$ cat src/rtl/fraction_expand_if.sv
// Button/switch inputs and digit-display outputs of the fraction-expand block.
interface fraction_expand_if;
  logic       select;
  logic       add;
  logic       next;
  logic [3:0] data_in;
  logic [3:0] data_out;
  logic [3:0] factor;
  logic [1:0] state;

  modport master (output select, add, next, data_in,
                  input  data_out, factor, state);
  modport slave  (input  select, add, next, data_in,
                  output data_out, factor, state);
endinterface

$ cat src/rtl/fraction_expand.sv
// Scales two entered decimal digits up by a common factor; COUNT ramps the
// factor 1..kmax, one step every NUM+1 clocks, then falls back to SETUP.
module fraction_expand #(
  parameter int NUM = 50_000_000
) (
  input logic         clk,
  input logic         rst,
  fraction_expand_if.slave bus
);
  localparam int CW = (NUM < 1) ? 1 : $clog2(NUM + 1);
  localparam logic [CW-1:0] CNT_MAX = CW'(NUM);

  typedef enum logic [1:0] {SETUP = 2'd0, SCALE = 2'd1, COUNT = 2'd2} state_t;

  state_t        st, st_n;
  logic [1:0][3:0] bufs, bufs_n;
  logic [3:0]    dout, dout_n, fac, fac_n, kmax, cur, sum_mod;
  logic [4:0]    sum;
  logic [CW-1:0] cnt, cnt_n;
  logic          add_prev, next_prev, add_p, next_p;

  function automatic logic [3:0] prod(input logic [3:0] d, input logic [3:0] f);
    return 4'({4'b0, d} * {4'b0, f});
  endfunction

  assign add_p  = bus.add & ~add_prev;
  assign next_p = bus.next & ~next_prev;
  assign cur    = bufs[bus.select];
  assign sum    = {1'b0, cur} + {1'b0, bus.data_in};

  // Sum is at most 9+15=24, so two conditional subtractions give mod 10.
  always_comb begin
    sum_mod = sum[3:0];
    if (sum >= 5'd20)      sum_mod = 4'(sum - 5'd20);
    else if (sum >= 5'd10) sum_mod = 4'(sum - 5'd10);
  end

  // Products grow with k, so the last k that fits is the largest; zero never limits.
  always_comb begin
    kmax = 4'd1;
    for (int k = 1; k <= 9; k++) begin
      if ((8'(bufs[0]) * 8'(k) <= 8'd9) && (8'(bufs[1]) * 8'(k) <= 8'd9))
        kmax = 4'(k);
    end
  end

  always_comb begin
    st_n   = st;
    bufs_n = bufs;
    dout_n = dout;
    fac_n  = fac;
    cnt_n  = cnt;
    case (st)
      SETUP: begin
        fac_n  = 4'd1;
        dout_n = cur;
        if (add_p) begin
          bufs_n[bus.select] = sum_mod;
          dout_n             = sum_mod;
        end
        if (next_p) st_n = SCALE;
      end
      SCALE: begin
        fac_n  = kmax;
        dout_n = prod(cur, kmax);
        if (next_p) begin
          st_n  = COUNT;
          fac_n = 4'd1;
          cnt_n = '0;
        end
      end
      COUNT: begin
        dout_n = prod(cur, fac);
        cnt_n  = cnt + CW'(1);
        // An abort from the button wins over a same-cycle factor step.
        if (next_p) begin
          st_n   = SETUP;
          fac_n  = 4'd1;
          dout_n = cur;
          cnt_n  = '0;
        end else if (cnt == CNT_MAX) begin
          cnt_n = '0;
          if (fac == kmax) begin
            st_n   = SETUP;
            fac_n  = 4'd1;
            dout_n = cur;
          end else begin
            fac_n = fac + 4'd1;
          end
        end
      end
      default: begin
        st_n   = SETUP;
        fac_n  = 4'd1;
        dout_n = cur;
      end
    endcase
  end

  always_ff @(posedge clk or posedge rst) begin
    if (rst) begin
      st        <= SETUP;
      bufs      <= '0;
      dout      <= '0;
      fac       <= 4'd1;
      cnt       <= '0;
      add_prev  <= 1'b0;
      next_prev <= 1'b0;
    end else begin
      st        <= st_n;
      bufs      <= bufs_n;
      dout      <= dout_n;
      fac       <= fac_n;
      cnt       <= cnt_n;
      add_prev  <= bus.add;
      next_prev <= bus.next;
    end
  end

  assign bus.data_out = dout;
  assign bus.factor   = fac;
  assign bus.state    = st;
endmodule

$ cat src/flat_wrapper.sv
// flat-port wrapper written by rule: the top's interface ports become plain ports
module fraction_expand_flat 
#(
  parameter int NUM = 50_000_000
)
  (clk, rst, bus_select, bus_add, bus_next, bus_data_in, bus_data_out, bus_factor, bus_state);
  fraction_expand_if bus_i ();
  input logic clk;
  input logic rst;
  input wire logic [$bits(bus_i.select)-1:0] bus_select;
  input wire logic [$bits(bus_i.add)-1:0] bus_add;
  input wire logic [$bits(bus_i.next)-1:0] bus_next;
  input wire logic [$bits(bus_i.data_in)-1:0] bus_data_in;
  output wire logic [$bits(bus_i.data_out)-1:0] bus_data_out;
  output wire logic [$bits(bus_i.factor)-1:0] bus_factor;
  output wire logic [$bits(bus_i.state)-1:0] bus_state;
  assign bus_i.select = bus_select;
  assign bus_i.add = bus_add;
  assign bus_i.next = bus_next;
  assign bus_i.data_in = bus_data_in;
  assign bus_data_out = bus_i.data_out;
  assign bus_factor = bus_i.factor;
  assign bus_state = bus_i.state;
  fraction_expand #(.NUM(NUM)) u_core (.clk(clk), .rst(rst), .bus(bus_i));
endmodule
$ cat config.mk
export PLATFORM = sky130hd
export DESIGN_NAME = fraction_expand_flat
export DESIGN_NICKNAME = d
export VERILOG_FILES = /design/src/rtl/fraction_expand_if.sv /design/src/rtl/fraction_expand.sv /design/src/flat_wrapper.sv
export SDC_FILE = /design/constraint.sdc
export NUM_CORES = 1
export LEC_CHECK = 0
export ABC_AREA = 0
export BUFFER_PORTS_ARGS = -buffer_cell sky130_fd_sc_hd__buf_4
export CAP_MARGIN = 10
export CORE_ASPECT_RATIO = 1.75
export CORE_MARGIN = 10
export CORE_UTILIZATION = 62
export DETAILED_ROUTE_END_ITERATION = 8
export PLACE_DENSITY = 0.8
export SYNTH_ARGS = -nofsm -noshare
export SYNTH_HDL_FRONTEND = slang
export SYNTH_SLANG_ARGS = --single-unit
$ cat constraint.sdc
create_clock -name clk -period 9.8 [get_ports clk]
set_clock_uncertainty 0.15 [all_clocks]
set_input_delay 0.49 -clock clk [delete_from_list [all_inputs] [get_ports clk]]
set_output_delay 0.49 -clock clk [all_outputs]
set_load 0.005 [all_outputs]
==> impl_metrics.ini <==
[logic_synthesis]
ys_types = 74
yosysTopAreaCell = dfrtp_1
synth_adder_area_share_pct = 22.0
synth_top_family_by_area = adder cells
synth_xor_area_share_pct = 7.39
synth_compound_area_share_pct = 19.6
synthesis.instances = 522
ys_top_cells_by_area = dfrtp_1 (24%), ha_1 (17%), fa_1 (5.2%), nor2_1 (4.5%), xor2_1 (3.8%)
ys.flop_type = dfrtp_1
syn-cell-area_mm2 = 0.00462
postSynthNetCount = 605
ys_async_sr_fraction_pct = 100
avgSynthCellArea_um2 = 8.85
yosys_register_bits = 46
synth.area.mux_share_pct = 1.43
yosysWarnings = 0
synthSimpleGateAreaFrac_pct = 19.8
ys_seq_area_share_pct = 24.9
synth_top_area_share_pct = 24.4
synth-edff-count = 0

[finish]
final_layout_size_suffix_gt1_share_pct = 8.83
diodes = 0
final_cell_mix = ha_1 (62), nor2_1 (55), dfrtp_1 (45)
nets = 615
regArea_mm2 = 0.00115
multi_input_comb_area_mm2 = 0.00324
mostFrequentLayoutCell = ha_1
syn_to_final_growth_pct = 7.39
final.fill_count = 589

[drt]
wl_met2_um = 6620
drt-met1-wl_um = 4000
num_vias = 3967
drt_pass1_iterations = 4
dr.max_layer_used = met4
vias_per_cell = 6.42
drc_errors = 0
first_iter_violations = 135
drt_wl_total_um = 11700
wl_per_cell_um = 19.0
final_antenna_net_count = 0
met3_length_um = 299

[power]
ir_drop_v = 0.000173
p_per_area_mw_per_mm2 = 360
p_leak_nw = 2.25

[place]
post-place-ws_ns = 3.93
gp_congestion = 0.979
port_buffers = 18
hpwl_um = 9150

[hold_path]
hold-path-cell-count = 1
hold_class = in -> reg

[grt]
track_usage_pct = 21.6
grt_overflow = 0
grt_pass1_vias = 4269
antenna_found_initial = 0
grt_start_max_net_pins = 47
grt_first_pass_wirelength_um = 20300

[clocking]
clk_latency_ns = 0.30
cts_resized = 0
cts_max_level = 2
cts_buffer_depth = 2
cts_tree = yes
root_buffer = clkbuf_16
clock_sinks = 46
cts_inserted_buffers = 5
path_clk_slew_ns = 0.07
hold_buffers = 0
cts_setup_buffers = 0

[timing]
post-route-period-util_pct = 60.1
maxSlewViolCount = 0
fin_crit_ns = 5.89
grt_setup_unrepaired = no
max_freq_mhz = 170
finalHoldViolCount = 0
setup_tns_ns = 0
slew_headroom_pct = 35.2
setup_ws_ns = 3.91
finalSetupViolCount = 0
worst_pin_slew_ns = 0.970

[setup_path]
required_ns = 9.81
cpPeakStageDelay_ns = 0.62
crit_arrival_ns = 5.91
worstSetupPathType = reg -> reg
crit_slowest_cell = a221oi_1
cp-start-kind = flip-flop
crit_top_cell = ha_1
path_buf_inv = 1
cp.depth = 22
critPathMaxFanout = 14
path_cells = ha_1, ha_1, inv_1, fa_1, a211o_1, a221oi_1, a21o_1, a21oi_1, o21ai_0, nor2_1, ha_1, ha_1, ha_1, xnor2_1, xnor2_1, or3_1, o2111ai_1, nor3_1, xnor2_1, xnor2_1, a221oi_1, a221oi_2
critical-path-top-delay-family = compound AO/OA/AOI/OAI gates
endpoint_kind = flip-flop
reg2reg_depth = 22

[die]
pin_count = 19
start_util_pct = 63.9
die-area_mm2 = 0.0114
rows = 41
coreArea_mm2 = 0.00723
die_h_um = 134
die_w_um = 85.3

[flow_run]
drv_cap = 0

[status]
status = finished, final reports clean
[where the power goes]
part	total [mW]	internal, mW	switching, mW	leakage [nW]
Clock	0.199	0.126	0.0728	0.0829
Combinational	1.28	0.514	0.761	1.56
Sequential	0.314	0.226	0.0886	0.612
[registers in the layout (all words and copies together), names as in the netlist]
name and cells:
u_core.cnt 26, u_core.bus.factor 4, u_core.next_prev 1, u_core.add_prev 1, u_core.bufs 8, u_core.bus.state 2
u_core.bus.data_out 4
[metrics by stage]
stage / total power, mW / utilization [%] / std cells / hold WS (ns) / instance area, um^2
final: 1.79 / 68.6 / 618 / 0.156 / 4960
after detailed placement: 1.57 / 66.3 / 611 / 0.381 / 4790
after global routing: 1.96 / 68.6 / 618 / 0.153 / 4960
after floorplan: 1.24 / - / 522 / 0.354 / 4620
after global placement: 1.52 / 66.3 / 611 / 0.377 / 4790
after CTS: 1.79 / 68.6 / 618 / 0.152 / 4960
[cells in the mapped netlist, types with 4 or more instances]
master,count
a21o_1,7
a21oi_1,19
a221oi_1,6
a22oi_1,4
a2bb2oi_1,5
buf_2,5
clkbuf_1,9
dfrtp_1,45
fa_1,12
ha_1,62
inv_1,41
mux2_2,5
nand2_1,39
nand2b_1,6
nand3_1,16
nand3b_1,5
nand4_1,12
nor2_1,55
nor2b_1,6
nor3_1,7
nor4_1,4
o21a_1,4
o21ai_0,21
o21bai_1,4
or3_1,8
xnor2_1,19
xor2_1,20
[kinds of logic (layout without fill, tap and decap cells)]
logic type                 after synthesis  in the layout
DFF                                     46             46
and+or+nand+nor                        180            180
muxes                                    6              6
AOI/OAI and AO/OA                      120            120
adders and majority gates               74             74
xor gates and xnor gates                39             39
buffers and inverters                   57             67
[cell type report]
class / count / share of cell area (%)
Timing Repair Buffer: 18 / 2.72
Sequential cell: 46 / 23.2
Clock inverter: 1 / 0.605
Clock buffer: 6 / 2.80
Inverter: 42 / 3.18
Multi-Input combinational cell: 419 / 65.3
Tap cell: 86 / 2.17
[routing by layer]
layer	vias to the layer above	track usage, %
met3	52	2.55
met5	-	0
met4	0	15.4
met2	95	41.4
li1	1896	-
met1	1924	19.8
[final timing paths]
check / slack, ns / start / endpoint
setup / recovery: 3.91 / u_core.bufs[7]$_DFFE_PP0P_ / u_core.bus.data_out[3]$_DFF_PP0_
hold / removal: 0.16 / bus_add / u_core.add_prev$_DFF_PP0_
max in group asynchronous: 8.61 / rst / u_core.bus.state[1]$_DFFE_PP0P_
setup reg to reg: 3.91 / u_core.bufs[7]$_DFFE_PP0P_ / u_core.bus.data_out[3]$_DFF_PP0_
min in group asynchronous: 0.27 / rst / u_core.add_prev$_DFF_PP0_
hold reg to reg: 0.40 / u_core.cnt[7]$_DFFE_PP0P_ / u_core.cnt[7]$_DFFE_PP0P_
No activity file was read; power rests on OpenSTA's default activity.
